==> config.mk <==
export PLATFORM = sky130hd
export DESIGN_NAME = dpram_arbiter
export DESIGN_NICKNAME = d
export VERILOG_FILES = /design/src/rtl/dpram_arbiter.sv
export SDC_FILE = /design/constraint.sdc
export NUM_CORES = 1
export LEC_CHECK = 0
export CORE_AREA = 2 2 74 76
export CTS_BUF_LIST = sky130_fd_sc_hd__clkbuf_4 sky130_fd_sc_hd__clkbuf_8 sky130_fd_sc_hd__clkbuf_16
export CTS_CLUSTER_SIZE = 24
export DETAILED_ROUTE_END_ITERATION = 16
export DIE_AREA = 0 0 76 78
export MAX_ROUTING_LAYER = met4
export PLACE_DENSITY = 0.75
export SYNTH_ARGS = -nofsm -noshare
export SYNTH_HDL_FRONTEND = slang
export SYNTH_SLANG_ARGS = --single-unit
==> constraint.sdc <==
create_clock -name clk -period 2.35 [get_ports clk]
set_input_delay 0.705 -clock clk [delete_from_list [all_inputs] [get_ports clk]]
set_output_delay 0.705 -clock clk [all_outputs]
set_load 0.01 [all_outputs]
==> src/rtl/dpram_arbiter.sv <==
// rtl/dpram_arbiter.sv - CPU-priority arbiter for the J1 data dual-port RAM port with a burst DMA master
// Optional stall statistics counter enabled by DPRAM_ARB_STATS_EN.
module dpram_arbiter #(
    parameter int AW  = 8,
    parameter int DW  = 16,
    parameter int BLW = 4
) (
    input  logic           clk,
    input  logic           rst,
    input  logic           cpu_cs,
    input  logic           cpu_rd,
    input  logic           cpu_wr,
    input  logic [AW-1:0]  cpu_addr,
    input  logic [DW-1:0]  cpu_din,
    output logic [DW-1:0]  cpu_dout,
    input  logic           dma_req,
    input  logic           dma_we,
    input  logic [AW-1:0]  dma_addr,
    input  logic [BLW-1:0] dma_len,
    output logic           dma_gnt,
    output logic           dma_ack,
    input  logic [DW-1:0]  dma_wdata,
    output logic           dma_rvalid,
    output logic [DW-1:0]  dma_rdata,
    output logic           dma_done,
    output logic           ram_cs,
    output logic           ram_rd,
    output logic           ram_wr,
    output logic [AW-1:0]  ram_addr,
    output logic [DW-1:0]  ram_din,
`ifdef DPRAM_ARB_STATS_EN
    output logic [15:0]    stall_cnt,
    input  logic           stats_clr,
`endif
    input  logic [DW-1:0]  ram_dout
);

    typedef enum logic [1:0] {IDLE, BURST, DONE} state_t;

    state_t         state, state_nx;
    logic [AW-1:0]  addr_q;
    logic [BLW-1:0] len_q;
    logic [BLW-1:0] cnt;
    logic           we_q;
    logic           rvalid_q;
    logic           cpu_hit;

    assign cpu_hit = cpu_cs & (cpu_rd | cpu_wr);

    // The CPU path is purely combinational and always wins; a DMA beat only fills idle cycles.
    always_comb begin
        state_nx = state;
        dma_gnt  = 1'b0;
        dma_ack  = 1'b0;
        dma_done = 1'b0;
        ram_cs   = 1'b0;
        ram_rd   = 1'b0;
        ram_wr   = 1'b0;
        ram_addr = '0;
        ram_din  = '0;
        if (cpu_hit) begin
            ram_cs   = 1'b1;
            ram_rd   = cpu_rd;
            ram_wr   = cpu_wr;
            ram_addr = cpu_addr;
            ram_din  = cpu_din;
        end
        case (state)
            IDLE: begin
                if (dma_req) begin
                    dma_gnt  = 1'b1;
                    state_nx = BURST;
                end
            end
            BURST: begin
                if (!cpu_hit) begin
                    dma_ack  = 1'b1;
                    ram_cs   = 1'b1;
                    ram_wr   = we_q;
                    ram_rd   = !we_q;
                    ram_addr = addr_q;
                    ram_din  = dma_wdata;
                    if (cnt == len_q) begin
                        state_nx = DONE;
                    end
                end
            end
            DONE: begin
                dma_done = 1'b1;
                state_nx = IDLE;
            end
            default: state_nx = IDLE;
        endcase
        // Outputs are forced low while reset is held, independent of the inputs.
        if (!rst) begin
            dma_gnt  = 1'b0;
            dma_ack  = 1'b0;
            dma_done = 1'b0;
            ram_cs   = 1'b0;
            ram_rd   = 1'b0;
            ram_wr   = 1'b0;
            ram_addr = '0;
            ram_din  = '0;
        end
    end

    always_ff @(posedge clk or negedge rst) begin
        if (!rst) begin
            state    <= IDLE;
            addr_q   <= '0;
            len_q    <= '0;
            cnt      <= '0;
            we_q     <= 1'b0;
            rvalid_q <= 1'b0;
        end else begin
            state    <= state_nx;
            rvalid_q <= dma_ack & ~we_q;
            if (dma_gnt) begin
                addr_q <= dma_addr;
                len_q  <= dma_len;
                we_q   <= dma_we;
                cnt    <= '0;
            end else if (dma_ack) begin
                addr_q <= addr_q + AW'(1);
                cnt    <= cnt + BLW'(1);
            end
        end
    end

    assign dma_rvalid = rvalid_q;
    assign dma_rdata  = rvalid_q ? ram_dout : '0;
    assign cpu_dout   = ram_dout;

`ifdef DPRAM_ARB_STATS_EN
    always_ff @(posedge clk or negedge rst) begin
        if (!rst) begin
            stall_cnt <= '0;
        end else if (stats_clr) begin
            stall_cnt <= '0;
        end else if (state == BURST && cpu_hit && stall_cnt != 16'hFFFF) begin
            stall_cnt <= stall_cnt + 16'd1;
        end
    end
`endif

endmodule

# Word-level counts from Yosys, hierarchy flattened
# Index checks and enable logic that the tools add are counted.
# Widths: inputs -> output; s select.
[word_totals]
regBits = 20
wordCells = 59
[classes]
addsub = 2
n_eq_ne = 6
mux = 37
bitwise = 4
reduce_logical = 4
[ops]
columns = ["cell", "count"]
rows = [
  ["$mux 16", 5],
  ["$mux 8", 6],
  ["$mux 1", 20],
  ["$add 8x1->8 const B", 1],
  ["$mux 4", 2],
  ["$mux 2", 3],
  ["$ne 2x2->1 const B", 3],
  ["$add 4x1->4 const B", 1],
  ["$eq 4x4->1", 1],
  ["$pmux 2 s2", 1],
  ["$reduce_and 3->1", 1],
  ["$and 1x1->1", 2],
  ["$eq 2x1->1 const B", 1],
  ["$eq 2x2->1 const B", 1],
  ["$logic_not 2->1", 1],
  ["$reduce_bool 2->1", 1],
  ["$logic_not 1->1", 1],
  ["$not 1->1", 1],
  ["$or 1x1->1", 1],
]

# Depth between registers and ports, before layout
[logic_depth]
ltp_word = 7
depth_mapped = 6
depth_no_buf = 5

# Least setup slack after synthesis
# Ideal clock, no wire load.
[synth_path]
path_type = "input port to output port"
start = "input port cpu_wr"
end = "output port ram_din[1]"
arrival_ps = 1572
path_slack_ps = 73
stages = 3
path_buffers = 0
cell_sequence = "o21a_1 -> or3b_1 -> a21boi_0"
[synth_between]
elab_chain_len = 6
[synth_lines]
columns = ["element", "line", "rtl"]
rows = [
  ["start, declared", "12", "input logic cpu_wr,"],
  ["$or 1x1->1 *", "48", "assign cpu_hit = cpu_cs & (cpu_rd | cpu_wr);"],
  ["$and 1x1->1 *", "48", ""],
  ["$mux 16", "61", "if (cpu_hit) begin"],
  ["$mux 16", "76", "if (!cpu_hit) begin"],
  ["$mux 16 *", "68", "case (state)"],
  ["$mux 16 *", "95", "if (!rst) begin"],
  ["end, declared", "30", "output logic [DW-1:0] ram_din,"],
]
# Mark *: on every way between the ends. The rest lies on a longest branch, timed or not.

# Final worst setup path
[layout_path]
start = "input port cpu_wr"
end = "output port ram_din[15]"
# Same word-level chain as after synthesis.

==> impl_metrics.csv <==
group,metric,value,unit
job,maxCapViolCount,0,
logic_synthesis,synth_area_per_cell,9.40,sq um
critical_path,setup.worst_path.start,"cpu_wr",
critical_path,startpoint_type,"primary input",
critical_path,crit_path_frequent_cell,"sky130_fd_sc_hd__buf_6",
critical_path,timing.critical_path.fanout_max,6,
logic_synthesis,ys_ff_latch,20,
drt,drt-wirelength-per-cell,16.0,um
clocking,cts-root-to-sink-buffers,2,
pwr,p_int,1330,uW
sta,report.final.slew_viol_count,0,
critical_path,worst_path_largest_cell_delay,290,ps
place,io_buffer_count,137,
drt,vias,1855,
critical_path,worst_setup_path_end_kind,"primary output",
floorplan,fp.dieArea,5930,sq um
sta,rsz0062_at_grt,"true",
logic_synthesis,count_of_different_cell_masters_after_synthesis,45,
pwr,net-switching-power,792,uW
clocking,cts_root_buf,"sky130_fd_sc_hd__clkbuf_8",
floorplan,placeableCoreArea,5040,sq um
cells_and_area,leading_cell_type_in_the_layout_fill_and_taps_excluded,"sky130_fd_sc_hd__clkdlybuf4s50_1",
cells_and_area,nFillCells,465,
global_routing,grt_pass1_wl,10.0,mm
place,dp.final_hpwl,4.46,mm
drt,routed_wl,6.30,mm
sta,final.period_utilization,103,%
floorplan,fp.dieH,78,um
cells_and_area,layout.cells.most_common_list,"70 x sky130_fd_sc_hd__clkdlybuf4s50_1, 34 x sky130_fd_sc_hd__dlygate4sd2_1, 28 x sky130_fd_sc_hd__buf_2",
drt,viasPerCell,4.72,
clocking,cts-htree-levels,1,
cells_and_area,area_growth_syn_to_layout,104,%
critical_path,timing.setup.critical_path_class,"primary input to primary output",
drt,detail-route-antenna-nets,0,
critical_path,worstSetupPathDepth,6,
clocking,clk_pin_slew_worst_paths,80,ps
global_routing,antenna_found_initial,0,
place,gpl.final_weighted_congestion,0.788,
drt,firstDrtPassIters,4,
place,dpl_cell_area,3030,sq um
logic_synthesis,synthesized_instance_count,168,
pwr,seq_power_share,30.7,%
critical_path,timing.critical_path.arrival,1710,ps
sta,worstMarginPinSlew,374,ps
global_routing,global_route.overflow_total,0,
global_routing,grt_start_max_net_pins,20,
global_routing,gr-usage-all-layers,21.7,%
clocking,cts-buffers-inserted,3,
sta,timing.fmax,0.414,GHz
hold_path,min_path_type,"primary input to asynchronous set/reset pin",
sta,setup-violations-final,24,
global_routing,grt_pass1_vias,1872,
pwr,power.density,660,nW/um^2
status,status,"finished with violations",
logic_synthesis,async_reset_ff_share,100,%
cells_and_area,stdcell_area,3220,sq um
critical_path,crit_required,1640,ps
sta,worst_slack,-63.6,ps
pwr,power_frac_comb,56.6,%
clocking,clock_tree_from_tritoncts,"yes",
place,post-place-ws,-886,ps
critical_path,worst-path-buf-inv,4,
floorplan,start_util,31.3,%
logic_synthesis,ys.warnings.count,0,
critical_path,r2r_cells,9,
floorplan,std_cell_rows,26,
clocking,cts_num_sinks,20,
sta,period_needed,2410,ps
pwr,clockPowerShare,12.7,%
critical_path,timing.critical_path.slowest_stage_cell,"sky130_fd_sc_hd__o211a_4",
sta,final_hold_fails,0,
logic_synthesis,post_synthesis_net_count,245,
pwr,report.power.total,2120,uW
cells_and_area,drive_above_1_share,28.2,%
critical_path,worstReg2RegStart,"state[1]",
logic_synthesis,dominantRegCellSynth,"sky130_fd_sc_hd__dfrtp_1",
sta,clock-skew-final,1.50,ps
status,failed_checks,"negative setup slack",
drt,route.detailed.drc,0,
floorplan,top_level_ports,138,
cells_and_area,n_antenna_cell,0,
floorplan,die_width,76,um
cells_and_area,total_number_of_nets_in_the_final_design,401,
logic_synthesis,mapped_cell_area,1580,sq um
clocking,clock_latency,260,ps
pwr,power_switching_share,37.3,%
critical_path,worstPathCellList,"buf_8, buf_6, o211a_4, buf_6, a22o_1, buf_2",
logic_synthesis,synth_enable_flop_cells,0,
sta,max_slew_margin,75.1,%
pwr,peakVddDrop,492,uV
drt,first_iter_violations,54,
logic_synthesis,synth_seq_area_share,31.7,%
critical_path,timing.critical_path.max_delay_family,"buffers and inverters",
pwr,power_leakage,0.00154,uW
cells by family after synthesis:
family / after synthesis / share of synthesized area, %
flip-flops: 20 / 31.7
buffers and inverters: 27 / 12.4
AND/OR/NAND/NOR: 57 / 20.4
multiplexers: 5 / 3.57
adder cells (fa/ha/maj): 2 / 1.58
AO/OA/AOI/OAI: 49 / 25.9
XOR/XNOR: 8 / 4.44
cell usage after synthesis (2+ instances only):
master / count / share of area [%]
sky130_fd_sc_hd__dfrtp_1: 20 / 32
sky130_fd_sc_hd__nand2_1: 11 / 2.6
sky130_fd_sc_hd__a221o_1: 2 / 1.3
sky130_fd_sc_hd__a21boi_0: 2 / 0.95
sky130_fd_sc_hd__xor2_1: 2 / 1.1
sky130_fd_sc_hd__a21o_1: 3 / 1.4
sky130_fd_sc_hd__mux2_2: 5 / 3.6
sky130_fd_sc_hd__a22o_1: 22 / 12
sky130_fd_sc_hd__nand3_1: 6 / 1.9
sky130_fd_sc_hd__nor2_1: 7 / 1.7
sky130_fd_sc_hd__buf_4: 18 / 8.6
sky130_fd_sc_hd__nand2b_1: 2 / 0.79
sky130_fd_sc_hd__o21a_1: 2 / 0.95
sky130_fd_sc_hd__o21ai_1: 2 / 0.63
sky130_fd_sc_hd__inv_1: 2 / 0.48
sky130_fd_sc_hd__a22oi_1: 2 / 0.95
sky130_fd_sc_hd__xnor2_1: 6 / 3.3
sky130_fd_sc_hd__and2_1: 17 / 6.7
sky130_fd_sc_hd__nor3_1: 5 / 1.6
sky130_fd_sc_hd__o21ai_0: 4 / 1.3
sky130_fd_sc_hd__ha_1: 2 / 1.6
sky130_fd_sc_hd__buf_6: 3 / 2.1
per-layer routing:
| metal | vias to the layer above | part of all wire [%] | track usage (%) |
|---|---|---|---|
| met2 | 91 | 50 | 37.7 |
| met5 | - | 0 | - |
| met4 | 0 | 1.4 | 6.73 |
| li1 | 914 | - | - |
| met3 | 6 | 7.6 | 4.88 |
| met1 | 844 | 41 | 25.2 |
power groups by stage:
stage                     Sequential, uW  Clock (uW)  Combinational, uW
final                                652         269               1200
after global routing                 681         295               1310
after CTS                            652         275               1150
after detailed placement             654           0               1140
after global placement               648           0               1120
after floorplan                      609           0                612
flip-flops by register name, indices dropped and copies added, names as in the netlist:
signal / cells
state: 2
dma_rvalid: 1
len_q: 4
addr_q: 8
cnt: 4
we_q: 1
layout make-up:
| class | count | area, sq um | area share, % |
|---|---|---|---|
| well taps | 70 | 87.6 | 2.72 |
| inverters | 3 | 23.8 | 0.739 |
| repair inverters | 3 | 43.8 | 1.36 |
| multi-input cells | 121 | 920 | 28.6 |
| flip-flops and latches | 20 | 500 | 15.6 |
| clock buffers | 4 | 55.1 | 1.71 |
| repair buffers | 172 | 1590 | 49.3 |
path summary, 6_finish.rpt:
path | to | slack [ps]
worst max-delay path | ram_din[15] | -60
worst min-delay path | len_q[2] | 420
worst max register to register | addr_q[5] | 480
worst min register to register | dma_rvalid | 510
max in group asynchronous | addr_q[4] | 1750
min in group clk | dma_rvalid | 510
through the flow:
| stage | hold WS (ps) | instances | util (%) | setup TNS (ps) |
|---|---|---|---|---|
| after floorplan | 409 | 168 | - | 0 |
| after global placement | 471 | 373 | 60.2 | -32230 |
| after detailed placement | 478 | 373 | 60.2 | -32880 |
| after CTS | 420 | 390 | 63.0 | -2330 |
| after global routing | 428 | 393 | 63.8 | -2080 |
| final | 421 | 393 | 63.8 | -1070 |
timing repair:
action	4_1_cts	5_1_grt
endpoints found under the setup margin	67	27
setup buffers	8	4
hold endpoints to repair	0	0
pin swaps	26	11
gates cloned	5	1
gates resized for setup	199	8
hold buffers	0	0
No activity file was read; power rests on OpenSTA's default activity.
